File: src/rtl/seg7_scan_driver_if.sv
// ---------------------------------------------------------------------------
// seg7_scan_driver_if
// Bundles the display-side signals of seg7_scan_driver.
//   value[31:0]    eight hex nibbles, nibble i shown on digit i
//   digit_en[7:0]  per-digit enable (0 = dark)
//   dp_in[7:0]     per-digit decimal point request, active-high
//   AN[7:0]        digit anodes, active-low
//   SEG[6:0]       cathodes {CA,CB,CC,CD,CE,CF,CG}, active-low
//   DP             decimal point cathode, active-low
//   frame_start    one-cycle pulse when a new snapshot becomes visible
// master: the side that supplies the data (system / testbench)
// slave : the driver itself
// ---------------------------------------------------------------------------
interface seg7_scan_driver_if;
  logic [31:0] value;
  logic [7:0]  digit_en;
  logic [7:0]  dp_in;
  logic [7:0]  AN;
  logic [6:0]  SEG;
  logic        DP;
  logic        frame_start;

  modport master (
    output value, digit_en, dp_in,
    input  AN, SEG, DP, frame_start
  );

  modport slave (
    input  value, digit_en, dp_in,
    output AN, SEG, DP, frame_start
  );
endinterface

File: src/rtl/seg7_scan_driver.sv
// ---------------------------------------------------------------------------
// seg7_scan_driver
// Time-multiplexed driver for an 8-digit common-anode 7-segment display.
// A prescaler produces one tick every SCAN_DIV clocks; each tick advances
// the active digit. When the digit index wraps 7 -> 0 the inputs are
// captured into a snapshot, so a whole frame is drawn from one coherent
// value (no tearing).
//
// Ports:
//   CLK100MHZ  sole clock, rising edge
//   RST        asynchronous, active-high reset
//   bus        seg7_scan_driver_if.slave (value, digit_en, dp_in in;
//              AN, SEG, DP, frame_start out)
// Parameters:
//   SCAN_DIV   clocks per digit slot, 2..2^20
// Build option:
//   LEADING_ZERO_BLANK_EN  when defined, enabled digits above the highest
//                          nonzero nibble are dark (digit 0 always shown)
// ---------------------------------------------------------------------------
module seg7_scan_driver #(
  parameter int unsigned SCAN_DIV = 100000
) (
  input  logic CLK100MHZ,
  input  logic RST,
  seg7_scan_driver_if.slave bus
);

  localparam int unsigned CNT_W = (SCAN_DIV > 1) ? $clog2(SCAN_DIV) : 1;
  localparam logic [CNT_W-1:0] CNT_MAX = CNT_W'(SCAN_DIV - 1);

  // Active-low glyphs, bit order {a,b,c,d,e,f,g}.
  function automatic logic [6:0] hex_glyph(input logic [3:0] nib);
    logic [6:0] g;
    case (nib)
      4'h0: g = 7'b0000001;
      4'h1: g = 7'b1001111;
      4'h2: g = 7'b0010010;
      4'h3: g = 7'b0000110;
      4'h4: g = 7'b1001100;
      4'h5: g = 7'b0100100;
      4'h6: g = 7'b0100000;
      4'h7: g = 7'b0001111;
      4'h8: g = 7'b0000000;
      4'h9: g = 7'b0000100;
      4'hA: g = 7'b0001000;
      4'hB: g = 7'b1100000;
      4'hC: g = 7'b0110001;
      4'hD: g = 7'b1000010;
      4'hE: g = 7'b0110000;
      default: g = 7'b0111000;
    endcase
    return g;
  endfunction

`ifdef LEADING_ZERO_BLANK_EN
  // Index of the most significant nonzero nibble; 0 when the value is 0,
  // which keeps digit 0 lit for a zero value.
  function automatic logic [2:0] top_nibble(input logic [31:0] v);
    logic [2:0] top;
    top = 3'd0;
    for (int i = 1; i < 8; i++) begin
      if (v[4*i +: 4] != 4'h0) top = 3'(i);
    end
    return top;
  endfunction
`endif

  logic [CNT_W-1:0] cnt_q, cnt_d;
  logic [2:0]       idx_q, idx_d;
  logic [31:0]      val_snap_q, val_snap_d;
  logic [7:0]       en_snap_q, en_snap_d;
  logic [7:0]       dp_snap_q, dp_snap_d;
  logic [7:0]       an_q, an_d;
  logic [6:0]       seg_q, seg_d;
  logic             dpo_q, dpo_d;
  logic             fs_q, fs_d;
  logic             tick, wrap;
  logic [3:0]       nib;
  logic             lit;

  assign tick = (cnt_q == CNT_MAX);
  assign wrap = tick && (idx_q == 3'd7);

  // Scan control: prescaler, digit index and frame snapshot.
  always_comb begin
    cnt_d      = tick ? '0 : cnt_q + 1'b1;
    idx_d      = tick ? idx_q + 3'd1 : idx_q;
    val_snap_d = wrap ? bus.value    : val_snap_q;
    en_snap_d  = wrap ? bus.digit_en : en_snap_q;
    dp_snap_d  = wrap ? bus.dp_in    : dp_snap_q;
    fs_d       = wrap;
  end

  // Output decode works on next-state index/snapshot so the registered
  // outputs change on the same edge as idx (one cycle after the tick).
  always_comb begin
    nib = val_snap_d[{idx_d, 2'b00} +: 4];
    lit = en_snap_d[idx_d];
`ifdef LEADING_ZERO_BLANK_EN
    if (idx_d > top_nibble(val_snap_d)) lit = 1'b0;
`endif
    an_d  = lit ? ~(8'b1 << idx_d) : 8'hFF;
    seg_d = lit ? hex_glyph(nib)   : 7'h7F;
    dpo_d = lit ? ~dp_snap_d[idx_d] : 1'b1;
  end

  always_ff @(posedge CLK100MHZ or posedge RST) begin
    if (RST) begin
      cnt_q      <= '0;
      idx_q      <= 3'd0;
      val_snap_q <= 32'h0;
      en_snap_q  <= 8'h00;
      dp_snap_q  <= 8'h00;
      an_q       <= 8'hFF;
      seg_q      <= 7'h7F;
      dpo_q      <= 1'b1;
      fs_q       <= 1'b0;
    end else begin
      cnt_q      <= cnt_d;
      idx_q      <= idx_d;
      val_snap_q <= val_snap_d;
      en_snap_q  <= en_snap_d;
      dp_snap_q  <= dp_snap_d;
      an_q       <= an_d;
      seg_q      <= seg_d;
      dpo_q      <= dpo_d;
      fs_q       <= fs_d;
    end
  end

  assign bus.AN          = an_q;
  assign bus.SEG         = seg_q;
  assign bus.DP          = dpo_q;
  assign bus.frame_start = fs_q;

endmodule

File: src/flat_wrapper.sv
// flat-port wrapper written by rule: the top's interface ports become plain ports
module seg7_scan_driver_flat 
#(
  parameter int unsigned SCAN_DIV = 100000
)
  (CLK100MHZ, RST, bus_value, bus_digit_en, bus_dp_in, bus_AN, bus_SEG, bus_DP, bus_frame_start);
  seg7_scan_driver_if bus_i ();
  input  logic CLK100MHZ;
  input  logic RST;
  input wire logic [$bits(bus_i.value)-1:0] bus_value;
  input wire logic [$bits(bus_i.digit_en)-1:0] bus_digit_en;
  input wire logic [$bits(bus_i.dp_in)-1:0] bus_dp_in;
  output wire logic [$bits(bus_i.AN)-1:0] bus_AN;
  output wire logic [$bits(bus_i.SEG)-1:0] bus_SEG;
  output wire logic [$bits(bus_i.DP)-1:0] bus_DP;
  output wire logic [$bits(bus_i.frame_start)-1:0] bus_frame_start;
  assign bus_i.value = bus_value;
  assign bus_i.digit_en = bus_digit_en;
  assign bus_i.dp_in = bus_dp_in;
  assign bus_AN = bus_i.AN;
  assign bus_SEG = bus_i.SEG;
  assign bus_DP = bus_i.DP;
  assign bus_frame_start = bus_i.frame_start;
  seg7_scan_driver #(.SCAN_DIV(SCAN_DIV)) u_core (.CLK100MHZ(CLK100MHZ), .RST(RST), .bus(bus_i));
endmodule
File: config.mk
export PLATFORM = sky130hd
export DESIGN_NAME = seg7_scan_driver_flat
export DESIGN_NICKNAME = d
export VERILOG_FILES = /design/src/rtl/seg7_scan_driver_if.sv /design/src/rtl/seg7_scan_driver.sv /design/src/flat_wrapper.sv
export SDC_FILE = /design/constraint.sdc
export NUM_CORES = 1
export LEC_CHECK = 0
export ABC_AREA = 1
export BUFFER_PORTS_ARGS = -buffer_cell sky130_fd_sc_hd__buf_2
export CAP_MARGIN = 20
export CORE_MARGIN = 8
export CORE_UTILIZATION = 55
export DETAILED_ROUTE_END_ITERATION = 8
export MAX_ROUTING_LAYER = met4
export PLACE_DENSITY = 0.77
export SETUP_SLACK_MARGIN = 0.1
export SLEW_MARGIN = 20
export SYNTH_ARGS = -nofsm -noshare
export SYNTH_HDL_FRONTEND = slang
export SYNTH_SLANG_ARGS = --single-unit
File: constraint.sdc
create_clock -name CLK100MHZ -period 7.4 [get_ports CLK100MHZ]
set_input_delay 0.37 -clock CLK100MHZ [delete_from_list [all_inputs] [get_ports CLK100MHZ]]
set_output_delay 0.37 -clock CLK100MHZ [all_outputs]
set_load 0.05 [all_outputs]
==> results.py, run 1 <==
metrics = {
    "die": {
        "boundaryPins": 67,
        "die_y_um": 105.7,
        "rows": 32,
        "die_area_sq_um": 11170,
        "core_area_sq_um": 7767,
        "initial_utilization_pct": 56.97,
        "die_w_um": 105.7,
    },
    "synth": {
        "async_flop_share_pct": 100.0,
        "synth_common_cells": "nand2_1, inv_1, nor2_1",
        "synth_edf_count": 0,
        "synth.area.top_cells": "dfrtp_1, nand2_1, dfstp_2",
        "ys_types": 30,
        "synth.largest_area_cell": "dfrtp_1",
        "yosysSeqAreaShare_pct": 48.52,
        "yosysWarningCount": 0,
        "avgSynthCellArea_sq_um": 7.552,
        "syn_area_sq_um": 4425,
        "synth_top_cell_area_share_pct": 39.02,
        "netlist_instances": 586,
        "ys.flop_type": "dfrtp_1",
        "syn_nets": 645,
        "synth_seq_cells": 85,
        "post-synth-top-count-cell": "nand2_1",
    },
    "drt": {
        "drc": 0,
        "wl_per_cell_um": 13.78,
        "vias_per_cell": 4.979,
        "dr.pass1.iters": 5,
        "wirelength_mm": 10.42,
        "drtAntennaViolNets": 0,
        "drtIter0Drc": 184,
        "vias": 3764,
    },
    "layout": {
        "design_area_sq_um": 5021,
        "drive_gt1_share_pct": 19.57,
        "antenna_cells": 0,
        "fillCellCount": 702,
        "areaGrowthSynthToFinish_pct": 13.46,
        "fin_cells": 756,
        "nets": 708,
    },
    "sta": {
        "worst_pin_slew_ns": 1.119,
        "final-max-slew-violation-count": 0,
        "max_freq_mhz": 268.0,
        "hold_viol_final": 0,
        "finalSetupViolCount": 0,
        "timing.final.crit_period_ns": 3.732,
        "slew_headroom_pct": 24.92,
        "fin_skew_ns": 0.009913,
        "finalSetupTns_ns": 0,
        "rsz0062_at_grt": "false",
        "period_share_pct": 50.43,
        "timing.final.ws_setup_ns": 3.668,
    },
    "flow_run": {
        "cap_viol_max_count": 0,
    },
    "placement": {
        "dp.cells": 740,
        "post_dp_cell_area_sq_um": 4790,
        "dp_hpwl_mm": 7.503,
        "place_congestion": 0.9533,
        "port_buffers": 66,
        "pre_cts_ws_ns": 3.809,
    },
    "global_routing": {
        "grt_first_pass_wirelength_mm": 17.89,
        "grt_max_degree": 86,
        "antenna_found_initial": 0,
        "grt_usage_pct": 20.14,
        "grt_pass1_vias": 3935,
        "overflow": 0,
    },
    "cts": {
        "ctsLongestPathBuffers": 2,
        "cts_root_buffer": "clkbuf_8",
        "postCtsHoldBufs": 0,
        "cts_resized": 0,
        "clock-sinks": 85,
        "htreeDepth": 3,
        "cts.clk_slew.worst_paths_ns": 0.10,
        "cts_buffers": 9,
        "post_cts_buffers": 0,
        "cts_tree": "yes",
        "clk_latency_ns": 0.36,
    },
    "worst_setup_path": {
        "crit_chain": "ha_1 -> nand2_1 -> nor2_1 -> nand3_2 -> o21ai_1 -> inv_1 -> a21oi_1 -> nand3_1 -> nand2_1 -> inv_1 -> ha_1 -> nand3_1 -> nand2_1 -> nand2_1 -> nand3_1",
        "path_max_fanout": 13,
        "critPathMostFrequentCell": "nand2_1",
        "critical_path_required_ns": 7.69,
        "critPathKind": "reg2reg",
        "r2r_setup_slack_ns": 3.67,
        "setup.worst_path.start_class": "flop",
        "timing.rr.end": "u_core.bus.SEG[3]",
        "crit_arrival_ns": 4.02,
        "crit_slowest_cell": "o21ai_1",
        "r2r_cells": 15,
        "crit_path_max_incr_delay_ns": 0.91,
        "end_kind": "flop",
        "reg2reg_from": "u_core.cnt_q[0]",
    },
    "min_path": {
        "hp-class": "in2async",
    },
    "power_and_ir_drop": {
        "p_leak_nw": 2.919,
        "peakVddDrop_v": 0.0001050,
        "power_density_nw_per_um2": 173.2,
    },
    "outcome": {
        "status": "finished, final reports clean",
    },
}
==> per-stage QoR <==
stage	power [mW]	hold slack [ns]	util, %
6_report	0.8696	0.1925	64.64
4_1_cts	0.8762	0.2222	64.59
5_1_grt	0.8966	0.2419	64.64
3_3_place_gp	0.5020	0.4434	61.66
3_5_place_dp	0.5023	0.4572	61.66
2_1_floorplan	0.4851	0.4329	-
==> cell families after synthesis <==
| family | Yosys count | share of synthesized area (%) |
|---|---|---|
| XOR/XNOR | 2 | 0.3959 |
| flip-flops | 85 | 48.52 |
| buffers and inverters | 123 | 11.56 |
| adder cells (fa/ha/maj) | 9 | 2.545 |
| AND/OR/NAND/NOR | 325 | 31.52 |
| AO/OA/AOI/OAI | 42 | 5.456 |
==> how the worst max path moves through the flow <==
stage	from	to	slack, ns	cells after the start
after floorplan	RST	u_core.bus.frame_start	4.86	1
after CTS	u_core.cnt_q[0]	u_core.bus.SEG[3]	3.74	15
after global placement	u_core.cnt_q[0]	u_core.bus.SEG[3]	3.91	15
after detailed placement	u_core.cnt_q[0]	u_core.bus.SEG[3]	3.81	15
final	u_core.cnt_q[0]	u_core.bus.SEG[3]	3.67	15
after global routing	u_core.cnt_q[0]	u_core.bus.SEG[3]	3.32	15
==> registers in the layout (all words and copies together) (netlist names) <==
register                count
u_core.val_snap_q          32
u_core.cnt_q               17
u_core.bus.AN               8
u_core.dp_snap_q            8
u_core.en_snap_q            8
u_core.bus.SEG              7
u_core.idx_q                3
u_core.bus.DP               1
u_core.bus.frame_start      1
==> worst max-delay path, delay by kind of cell (launching register included) <==
| family | cells | cell delay [ns] |
|---|---|---|
| AO/OA/AOI/OAI | 2 | 1.15 |
| adder cells (fa/ha/maj) | 2 | 0.45 |
| buffers and inverters | 2 | 0.63 |
| flip-flops | 1 | 0.38 |
| AND/OR/NAND/NOR | 9 | 1.06 |
==> power by group <==
| group | total (mW) | internal, mW | switching, mW |
|---|---|---|---|
| logic | 0.0263 | 0.0109 | 0.0154 |
| registers | 0.467 | 0.466 | 0.000488 |
| clock network | 0.377 | 0.195 | 0.182 |
==> cell usage in the layout, fill, tap and decap left out <==
master	n
nor3_1	4
nand3_1	39
o21ai_1	12
inv_1	101
nand2_4	1
clkinv_2	1
bufinv_16	2
inv_8	1
a31oi_1	4
buf_2	66
clkbuf_8	9
o22ai_1	4
nand3b_1	1
nor2_1	98
a21oi_1	7
nor3_4	2
xor2_1	2
inv_6	2
dfstp_2	16
inv_2	5
a211oi_1	1
buf_4	1
nand2_1	159
nand3_2	3
o21ai_0	9
o21ai_2	5
ha_1	9
nand2_2	7
clkinvlp_4	2
nand3_4	1
nand4_1	7
buf_6	1
nor2_4	2
nor2_2	1
dfrtp_1	69
==> layout make-up <==
class                   count  area (sq um)  area share, %
clock inverters             7         103.9          2.068
repair buffers             68         349.1          6.952
clock buffers               9         123.9          2.467
multi-input cells         378          1767          35.19
well taps                 102         127.6          2.542
flip-flops and latches     85          2147          42.76
inverters                 107         402.9          8.024
==> routing by layer <==
metal / GRT usage, % / routed length, um
met1: 23.57 / 4501
met2: 34.27 / 5317
met3: 2.923 / 454
met4: 7.739 / 146
met5: - / 0
Power figures use the tool's default switching activity.
==> run 2: changes to the inputs <==
--- a/config.mk
+++ b/config.mk
@@ -5,7 +5,7 @@
 export SDC_FILE = /design/constraint.sdc
 export NUM_CORES = 1
 export LEC_CHECK = 0
-export ABC_AREA = 1
+export ABC_AREA = 0
 export BUFFER_PORTS_ARGS = -buffer_cell sky130_fd_sc_hd__buf_2
 export CAP_MARGIN = 20
 export CORE_MARGIN = 8
==> constraint.sdc (replaced) <==
create_clock -name CLK100MHZ -period 3.8 [get_ports CLK100MHZ]
set_input_delay 0.19 -clock CLK100MHZ [delete_from_list [all_inputs] [get_ports CLK100MHZ]]
set_output_delay 0.19 -clock CLK100MHZ [all_outputs]
set_load 0.05 [all_outputs]
==> run 2 against run 1 <==
Die area is 9.0% higher. Highest routed layer unchanged. Total power grew 88%. Largest cell class is now multi-input gates. Count of clock-buffer cells in the layout is the same. Clock power grew 78%. Synthesized cell count shrank 14%. Critical path depth fell by 4. First-iteration DRC count is 86% higher.
==> results.py, run 2 <==
metrics = {
    "outcome": {
        "status": "finished, final reports clean",
    },
    "drt": {
        "drtAntennaViolNets": 0,
        "wirelength_mm": 11.92,
        "drtIter0Drc": 343,
        "vias": 3991,
        "wl_per_cell_um": 17.61,
        "drc": 0,
        "vias_per_cell": 5.895,
        "dr.pass1.iters": 5,
    },
    "sta": {
        "fin_skew_ns": 0.01424,
        "rsz0062_at_grt": "false",
        "final-max-slew-violation-count": 0,
        "timing.final.crit_period_ns": 3.514,
        "finalSetupTns_ns": 0,
        "whs_ns": 0.02427,
        "slew_headroom_pct": 58.55,
        "finalSetupViolCount": 0,
        "timing.final.ws_setup_ns": 0.2860,
        "worst_pin_slew_ns": 0.6217,
        "hold_viol_final": 0,
        "period_share_pct": 92.47,
        "max_freq_mhz": 284.6,
    },
    "layout": {
        "design_area_sq_um": 5525,
        "regArea_sq_um": 2147,
        "antenna_cells": 0,
        "areaGrowthSynthToFinish_pct": 12.85,
        "fin_cells": 677,
        "fillCellCount": 746,
        "regMostFlops": "u_core.val_snap_q",
        "top_regs": "u_core.val_snap_q x32, u_core.cnt_q x17",
        "mostFrequentLayoutCells": "nand2_1, dfrtp_1, buf_2, nor2_1, mux2_2",
        "nets": 623,
        "multi_input_area_sq_um": 2482,
        "largest_reg_flops": 32,
        "final_common_cell": "nand2_1",
        "drive_gt1_share_pct": 29.17,
        "utilization_pct": 63.67,
    },
    "placement": {
        "post_dp_cell_area_sq_um": 5266,
        "dp_hpwl_mm": 8.604,
        "dp.cells": 658,
        "port_buffers": 66,
        "pre_cts_ws_ns": 0.1918,
        "place_congestion": 0.8771,
    },
    "synth": {
        "synth_top_cell_area_share_pct": 35.27,
        "ys.flop_type": "dfrtp_1",
        "synth.area.top_cells": "dfrtp_1, nand2_1, dfstp_2",
        "synth.largest_area_cell": "dfrtp_1",
        "synth_common_cells": "nand2_1, dfrtp_1, nor2_1",
        "ys_types": 72,
        "yosysWarningCount": 0,
        "async_flop_share_pct": 100.0,
        "synth_seq_cells": 85,
        "syn_area_sq_um": 4896,
        "avgSynthCellArea_sq_um": 9.753,
        "netlist_instances": 502,
        "post-synth-top-count-cell": "nand2_1",
        "synth_edf_count": 0,
        "syn_nets": 561,
        "yosysSeqAreaShare_pct": 43.85,
    },
    "global_routing": {
        "overflow": 0,
        "antenna_found_initial": 0,
        "grt_first_pass_wirelength_mm": 19.50,
        "grt_usage_pct": 20.97,
        "grt_pass1_vias": 3961,
        "grt_max_degree": 59,
    },
    "worst_setup_path": {
        "r2r_setup_slack_ns": 0.29,
        "cp_top_family": "compound AO/OA/AOI/OAI gates",
        "setup.worst_path.start_class": "flop",
        "end_kind": "flop",
        "crit_chain": "ha_1 -> and4_1 -> and4_4 -> mux2i_4 -> clkinv_2 -> o31a_1 -> o311a_2 -> ha_1 -> a21oi_1 -> a2111oi_4 -> a21oi_1",
        "path_max_fanout": 10,
        "critPathKind": "reg2reg",
        "crit_path_max_incr_delay_ns": 0.47,
        "cp.buffers_inverters": 1,
        "crit_arrival_ns": 3.81,
        "crit_slowest_cell": "o311a_2",
        "critical_path_required_ns": 4.09,
    },
    "die": {
        "die_y_um": 110.4,
        "die_w_um": 110.4,
        "boundaryPins": 67,
        "core_area_sq_um": 8678,
        "die_area_sq_um": 12180,
        "initial_utilization_pct": 56.42,
        "rows": 34,
    },
    "cts": {
        "cts.clk_slew.worst_paths_ns": 0.10,
        "ctsLongestPathBuffers": 2,
        "cts_root_buffer": "clkbuf_8",
        "cts_buffers": 9,
        "htreeDepth": 3,
        "clk_latency_ns": 0.37,
        "cts_tree": "yes",
        "clock-sinks": 85,
    },
    "power_and_ir_drop": {
        "peakVddDrop_v": 0.0001898,
        "p_leak_nw": 2.411,
        "power_density_nw_per_um2": 296.3,
        "power_mw": 1.637,
    },
    "flow_run": {
        "cap_viol_max_count": 0,
    },
    "min_path": {
        "hp-class": "in2reg",
    },
}
## run 2: area by class of cell
type	count	area share, %
Tap cell	108	2.446
Multi-Input combinational cell	369	44.93
Clock buffer	9	2.242
Timing Repair Buffer	84	8.990
Inverter	15	1.064
Clock inverter	7	1.472
Sequential cell	85	38.86
## run 2: where the power goes
part / switching [mW] / leakage [nW] / internal [mW] / total, mW
Combinational: 0.0346 / 1.41 / 0.0252 / 0.0598
Clock: 0.358 / 0.100 / 0.312 / 0.670
Sequential: 0.000456 / 0.904 / 0.907 / 0.907
## run 2: kinds of logic after synthesis
| kind of cell | after synthesis | share of synthesized area [%] |
|---|---|---|
| xor gates and xnor gates | 16 | 3.246 |
| adders and majority gates | 9 | 2.300 |
| and+or+nand+nor | 218 | 20.11 |
| AOI/OAI and AO/OA | 81 | 13.72 |
| DFF | 85 | 43.85 |
| muxes | 45 | 11.32 |
| buffers and inverters | 48 | 5.443 |
## run 2: worst paths after layout
check	to	cells past startpoint	startpoint
worst max register to register	u_core.bus.SEG[3]	11	u_core.cnt_q[0]
worst min register to register	u_core.dp_snap_q[5]	2	u_core.dp_snap_q[5]
worst max-delay path	u_core.bus.SEG[3]	11	u_core.cnt_q[0]
min in group asynchronous	u_core.cnt_q[13]	3	RST
worst min-delay path	u_core.dp_snap_q[5]	3	bus_dp_in[5]
max in group asynchronous	u_core.val_snap_q[21]	4	RST
## run 2: repair_timing
action,4_1_cts,5_1_grt
endpoints found under the setup margin,0,2
hold endpoints to repair,0,15
buffers inserted,0,1
hold buffers,0,1
resized for setup,0,1
## run 2: worst reg2reg max path: cells and delay by family, from the launching register on
family | cells | cell delay [ns]
flops | 1 | 0.40
fa+ha+maj | 2 | 0.57
simple gates | 2 | 0.79
compound gates | 5 | 1.08
buf+inv | 1 | 0.19
mux | 1 | 0.41
## run 2: routing by layer
metal	track usage (%)	part of all wire [%]
met5	-	0
met4	6.375	1.4
met3	3.895	4.9
met2	33.19	49
met1	26.80	44
